<file path="src/rtl/jk_pkg.sv">
// jk_pkg: definitions shared by the JK storage cell and the JK-based counter.
//   - JK drive encodings, packed as {J, K}
//   - modulus_legal(): elaboration-time range check for a counter modulus
package jk_pkg;

    // JK drive encodings, packed as {J, K}
    localparam logic [1:0] JK_HOLD   = 2'b00;
    localparam logic [1:0] JK_RESET  = 2'b01;
    localparam logic [1:0] JK_SET    = 2'b10;
    localparam logic [1:0] JK_TOGGLE = 2'b11;

    // A modulus is legal when 2 <= modulus <= 2**width. The comparison is done at 64 bits so
    // that width = 32 does not overflow.
    function automatic logic modulus_legal(input int unsigned width, input int unsigned modulus);
        longint unsigned limit;
        limit = 64'd1 << width;
        return (modulus >= 2) && (longint'(modulus) <= limit);
    endfunction

endpackage

</file>
<file path="src/rtl/jk_cell.sv">
// jk_cell: single JK storage bit with synchronous active-high clear.
// Ports:
//   CLK  in   clock, rising edge
//   CLR  in   synchronous clear, active-high, overrides J/K
//   J    in   set drive
//   K    in   reset drive
//   Q    out  stored bit
//   P    out  complement of Q
module jk_cell
    import jk_pkg::*;
(
    input  logic CLK,
    input  logic CLR,
    input  logic J,
    input  logic K,
    output logic Q,
    output logic P
);

    logic q_q;
    logic q_d;

    always_comb begin
        q_d = q_q;
        unique case ({J, K})
            JK_HOLD:   q_d = q_q;
            JK_RESET:  q_d = 1'b0;
            JK_SET:    q_d = 1'b1;
            JK_TOGGLE: q_d = ~q_q;
            default:   q_d = q_q;
        endcase
    end

    always_ff @(posedge CLK) begin
        if (CLR) begin
            q_q <= 1'b0;
        end else begin
            q_q <= q_d;
        end
    end

    assign Q = q_q;
    assign P = ~q_q;

endmodule

</file>
<file path="src/rtl/jk_sync_counter.sv">
// jk_sync_counter: synchronous modulo-MODULUS up/down counter built from jk_cell bits.
// The counter decodes the next count and converts it into per-bit J/K drive. It also
// registers the WRAP and LDERR pulses.
// Parameters:
//   WIDTH    counter width
//   MODULUS  count range 0..MODULUS-1, legal range 2..2**WIDTH
// Ports:
//   CLK    in   clock, rising edge
//   CLR    in   synchronous clear, active-high (highest priority)
//   EN     in   count enable
//   UP     in   1 = increment, 0 = decrement
//   LOAD   in   synchronous parallel load (beats EN)
//   D      in   load value; values >= MODULUS are rejected
//   Q      out  current count
//   P      out  ~Q
//   TC     out  terminal count (combinational), for the EN of a cascaded stage
//   WRAP   out  one-cycle pulse in the cycle after a wrap-around
//   LDERR  out  one-cycle pulse in the cycle after a rejected load
module jk_sync_counter
    import jk_pkg::*;
#(
    parameter int unsigned WIDTH   = 4,
    parameter int unsigned MODULUS = 10
) (
    input  logic             CLK,
    input  logic             CLR,
    input  logic             EN,
    input  logic             UP,
    input  logic             LOAD,
    input  logic [WIDTH-1:0] D,
    output logic [WIDTH-1:0] Q,
    output logic [WIDTH-1:0] P,
    output logic             TC,
    output logic             WRAP,
    output logic             LDERR
);

    if (!modulus_legal(WIDTH, MODULUS)) begin : g_bad_modulus
        $error("jk_sync_counter: MODULUS must lie in 2..2**WIDTH");
    end

    localparam logic [WIDTH-1:0] MAX_VAL = WIDTH'(MODULUS - 1);
    // The modulus is kept one bit wider so that MODULUS == 2**WIDTH is representable.
    localparam logic [WIDTH:0]   MOD_EXT = (WIDTH + 1)'(MODULUS);

    logic [WIDTH-1:0] cnt;
    logic [WIDTH-1:0] cnt_inv;
    logic [WIDTH-1:0] cnt_next;
    logic [WIDTH-1:0] j_drv;
    logic [WIDTH-1:0] k_drv;
    logic             at_max;
    logic             at_zero;
    logic             wrap_d, wrap_q;
    logic             lderr_d, lderr_q;

    assign at_max  = (cnt == MAX_VAL);
    assign at_zero = (cnt == '0);

    // Next-state decode. CLR is not handled here because the cells apply it themselves.
    always_comb begin
        cnt_next = cnt;
        wrap_d   = 1'b0;
        lderr_d  = 1'b0;
        if (LOAD) begin
            if ({1'b0, D} < MOD_EXT) begin
                cnt_next = D;
            end else begin
                lderr_d = 1'b1;
            end
        end else if (EN) begin
            if (UP) begin
                if (at_max) begin
                    cnt_next = '0;
                    wrap_d   = 1'b1;
                end else begin
                    cnt_next = cnt + WIDTH'(1);
                end
            end else begin
                if (at_zero) begin
                    cnt_next = MAX_VAL;
                    wrap_d   = 1'b1;
                end else begin
                    cnt_next = cnt - WIDTH'(1);
                end
            end
        end
    end

    // Drive each bit toward its next value. J and K are never both high, so no cell toggles.
    assign j_drv = cnt_next & ~cnt;
    assign k_drv = ~cnt_next & cnt;

    for (genvar i = 0; i < WIDTH; i++) begin : g_cell
        jk_cell u_cell (
            .CLK (CLK),
            .CLR (CLR),
            .J   (j_drv[i]),
            .K   (k_drv[i]),
            .Q   (cnt[i]),
            .P   (cnt_inv[i])
        );
    end

    always_ff @(posedge CLK) begin
        if (CLR) begin
            wrap_q  <= 1'b0;
            lderr_q <= 1'b0;
        end else begin
            wrap_q  <= wrap_d;
            lderr_q <= lderr_d;
        end
    end

    assign Q     = cnt;
    assign P     = cnt_inv;
    assign TC    = EN & ((UP & at_max) | (~UP & at_zero));
    assign WRAP  = wrap_q;
    assign LDERR = lderr_q;

endmodule

</file>
<file path="config.mk">
export PLATFORM = sky130hd
export DESIGN_NAME = jk_sync_counter
export DESIGN_NICKNAME = d
export VERILOG_FILES = /design/src/rtl/jk_pkg.sv /design/src/rtl/jk_cell.sv /design/src/rtl/jk_sync_counter.sv
export SDC_FILE = /design/constraint.sdc
export NUM_CORES = 1
export LEC_CHECK = 0
export BUFFER_PORTS_ARGS = -buffer_cell sky130_fd_sc_hd__buf_2
export CORE_AREA = 2 2 39 41
export DETAILED_ROUTE_END_ITERATION = 16
export DIE_AREA = 0 0 41 43
export HOLD_SLACK_MARGIN = 0.1
export PLACE_DENSITY = 0.72
export SLEW_MARGIN = 10
export SYNTH_ARGS = -nofsm -noshare
export SYNTH_HDL_FRONTEND = slang
export SYNTH_HIERARCHICAL = 1
export SYNTH_SLANG_ARGS = --single-unit
export TNS_END_PERCENT = 20
</file>
<file path="constraint.sdc">
create_clock -name CLK -period 3.3 [get_ports CLK]
set_clock_uncertainty 0.15 [all_clocks]
set_input_delay 0.99 -clock CLK [delete_from_list [all_inputs] [get_ports CLK]]
set_output_delay 0.99 -clock CLK [all_outputs]
set_load 0.03 [all_outputs]
</file>
==> flow_summary.toml <==
[floorplan]
row_count = 14
core_mm2 = 0.00138
ios = 20
die_h_um = 43
die_area_mm2 = 0.00176
die_w_um = 41
initial_core_util_pct = 38.1

[global_routing]
grt_overflow = 0
grt_pass1_vias = 490
grt_max_degree = 20
antenna_found_initial = 0
grt_usage_pct = 15.0
grt_pass1_wl_mm = 1.89

[setup_path]
r2r_slack_ps = 1400
ff2ff_path_depth = 5
end_kind = "primary output"
rr_endpoint = "g_cell[2].u_cell/Q"
r2r-start = "g_cell[2].u_cell/Q"
cp_max_fo = 2
worstSetupStartpointType = "input pin"
worstPathArrival_ps = 2040
cp.required_ps = 2160
crit_start = "UP"
crit_type = "in -> out"

[synthesis]
ys_seq_elements = 6
synth_area_um2 = 527
syn-instance-count = 74
synth_edf_count = 0
synth-compound-area-share_pct = 33.3
synth_area_leader_cell = "dfxtp_1"
synth_top_cell_area_share_pct = 22.8
synth_top_cells_by_area = "dfxtp_1, a211oi_1, a21oi_1, inv_1, nor2_1"
seq_area_frac_synth_pct = 22.8
synth_nets = 83
ys_types = 33
synth_mux_area_share_pct = 0
synth.avg_cell_area_um2 = 7.12
ys_warn_count = 6
synth_top_family_by_area = "compound AO/OA/AOI/OAI gates"
synthAdderAreaFrac_pct = 0
postSynth.asyncResetShare_pct = 0
synth_flop_cell = "dfxtp_1"
synth-simple-area-share_pct = 32.1
synth_xor_area_share_pct = 3.33

[sta]
min_period_over_period_pct = 96.4
hold_viol = 0
hold_ws_ps = 501
fmax_mhz = 314
drv_slew = 0
setup-violations-final = 0
rsz0062_at_grt = "false"
finalCriticalPeriod_ps = 3180
slew_headroom_pct = 61.2
final.setup.tns_ps = 0
setup_ws_ps = 120
max_slew.worst_pin.slew_ps = 581

[final_layout]
final_nets = 103
syn_to_final_growth_pct = 23.3
drive_above_1_share_pct = 27.2
nFillCells = 150
num_antenna_cells = 0

[clock_network]
clockBufferDepth = 2
clockRootBuffer = "clkbuf_4"
htreeDepth = 1
cts_tree = "yes"
cts_hold_buffers = 0
post_cts_buffers = 0
path_clk_slew_ps = 40
cts_buffers = 3
worstSkewPairLatency_ps = 230
clock-sinks = 6
ctsResizeCount = 0

[route]
wl_per_cell_um = 11.1
drc_errors = 0
drtIter0Drc = 8
ant_nets = 0
via_per_inst = 5.44
vias = 588
drt_first_pass_iters = 2
wirelength_mm = 1.20

[place]
finalWeightedCongestion = 0.832
preCtsSetupSlack_ps = 108
io_buffers = 19
place_hpwl_um = 893

[min_path]
min_to = "g_cell[3].u_cell/Q"
hold_depth = 2
hold_start = "g_cell[3].u_cell/Q"
hold_class = "reg -> reg"

[power]
power.density_mw_per_mm2 = 382
leakage_nw = 0.269
total_power_uw = 248
vdd_drop_max_mv = 0.112

[status]
status = "completed"

[job]
maxCapViolations = 0
-- metal layers --
layer / track usage, % / wire (um) / up-vias
li1: - / - / 311
met1: 17.6 / 599 / 263
met2: 25.9 / 556 / 14
met3: 3.14 / 47 / 0
met4: 4.00 / 0 / 0
met5: 0 / 0 / -
-- metrics by stage --
stage / cell area [um^2] / util, % / instances
after global placement: 627 / 45.3 / 105
after detailed placement: 627 / 45.3 / 105
after CTS: 649 / 46.9 / 108
final: 649 / 46.9 / 108
after floorplan: 527 / - / 74
after global routing: 649 / 46.9 / 108
-- synth_stat cells, types with 2 or more instances --
master,instances
nor2_1,6
dfxtp_1,6
nand2_1,5
and2_1,3
inv_1,6
clkbuf_1,2
o21ai_0,2
nand2b_1,2
nand3_1,4
nor3_1,2
buf_2,3
o21ai_1,4
a211oi_1,5
a21oi_1,5
-- cell families (layout without fill, tap and decap cells) --
kind of cell,after synthesis,after routing
compound gates,25,25
xor+xnor,2,2
buf+inv,11,29
flops,6,6
simple gates,30,30
-- power by group --
part	internal [mW]	switching, mW	leakage [nW]	total [mW]
combinational	0.0343	0.0520	0.206	0.0863
clock	0.0410	0.0237	0.0138	0.0646
sequential	0.0782	0.0187	0.0492	0.0969
-- worst max-delay path by stage --
stage and endpoint:
3_5_place_dp TC, 6_report TC, 4_1_cts TC, 3_3_place_gp TC, 5_1_grt TC, 2_1_floorplan TC
-- state kept, by name (all words and copies together), names as in the netlist --
| signal | flops |
|---|---|
| g_cell.u_cell/Q | 4 |
| WRAP | 1 |
| LDERR | 1 |
-- area by class of cell --
| class | instances | area (um^2) | area share [%] |
|---|---|---|---|
| Inverter | 6 | 22.5 | 3.47 |
| Tap cell | 16 | 20.0 | 3.08 |
| Clock buffer | 3 | 22.5 | 3.47 |
| Timing Repair Buffer | 20 | 103 | 15.8 |
| Sequential cell | 6 | 120 | 18.5 |
| Multi-Input combinational cell | 57 | 362 | 55.7 |
-- worst max-delay path, stage by stage --
cell and delay [ps]:
buf_2 100, or3_1 320, a2111oi_2 370, buf_2 260
-- cells in the final DEF (no fill, tap or decap), types with 4 or more instances in the layout --
master,count
dfxtp_1,6
a211oi_1,5
buf_2,19
nand2_1,5
o21ai_1,4
nand3_1,4
nor2_1,6
inv_1,6
a21oi_1,5
No activity file was read; power rests on OpenSTA's default activity.
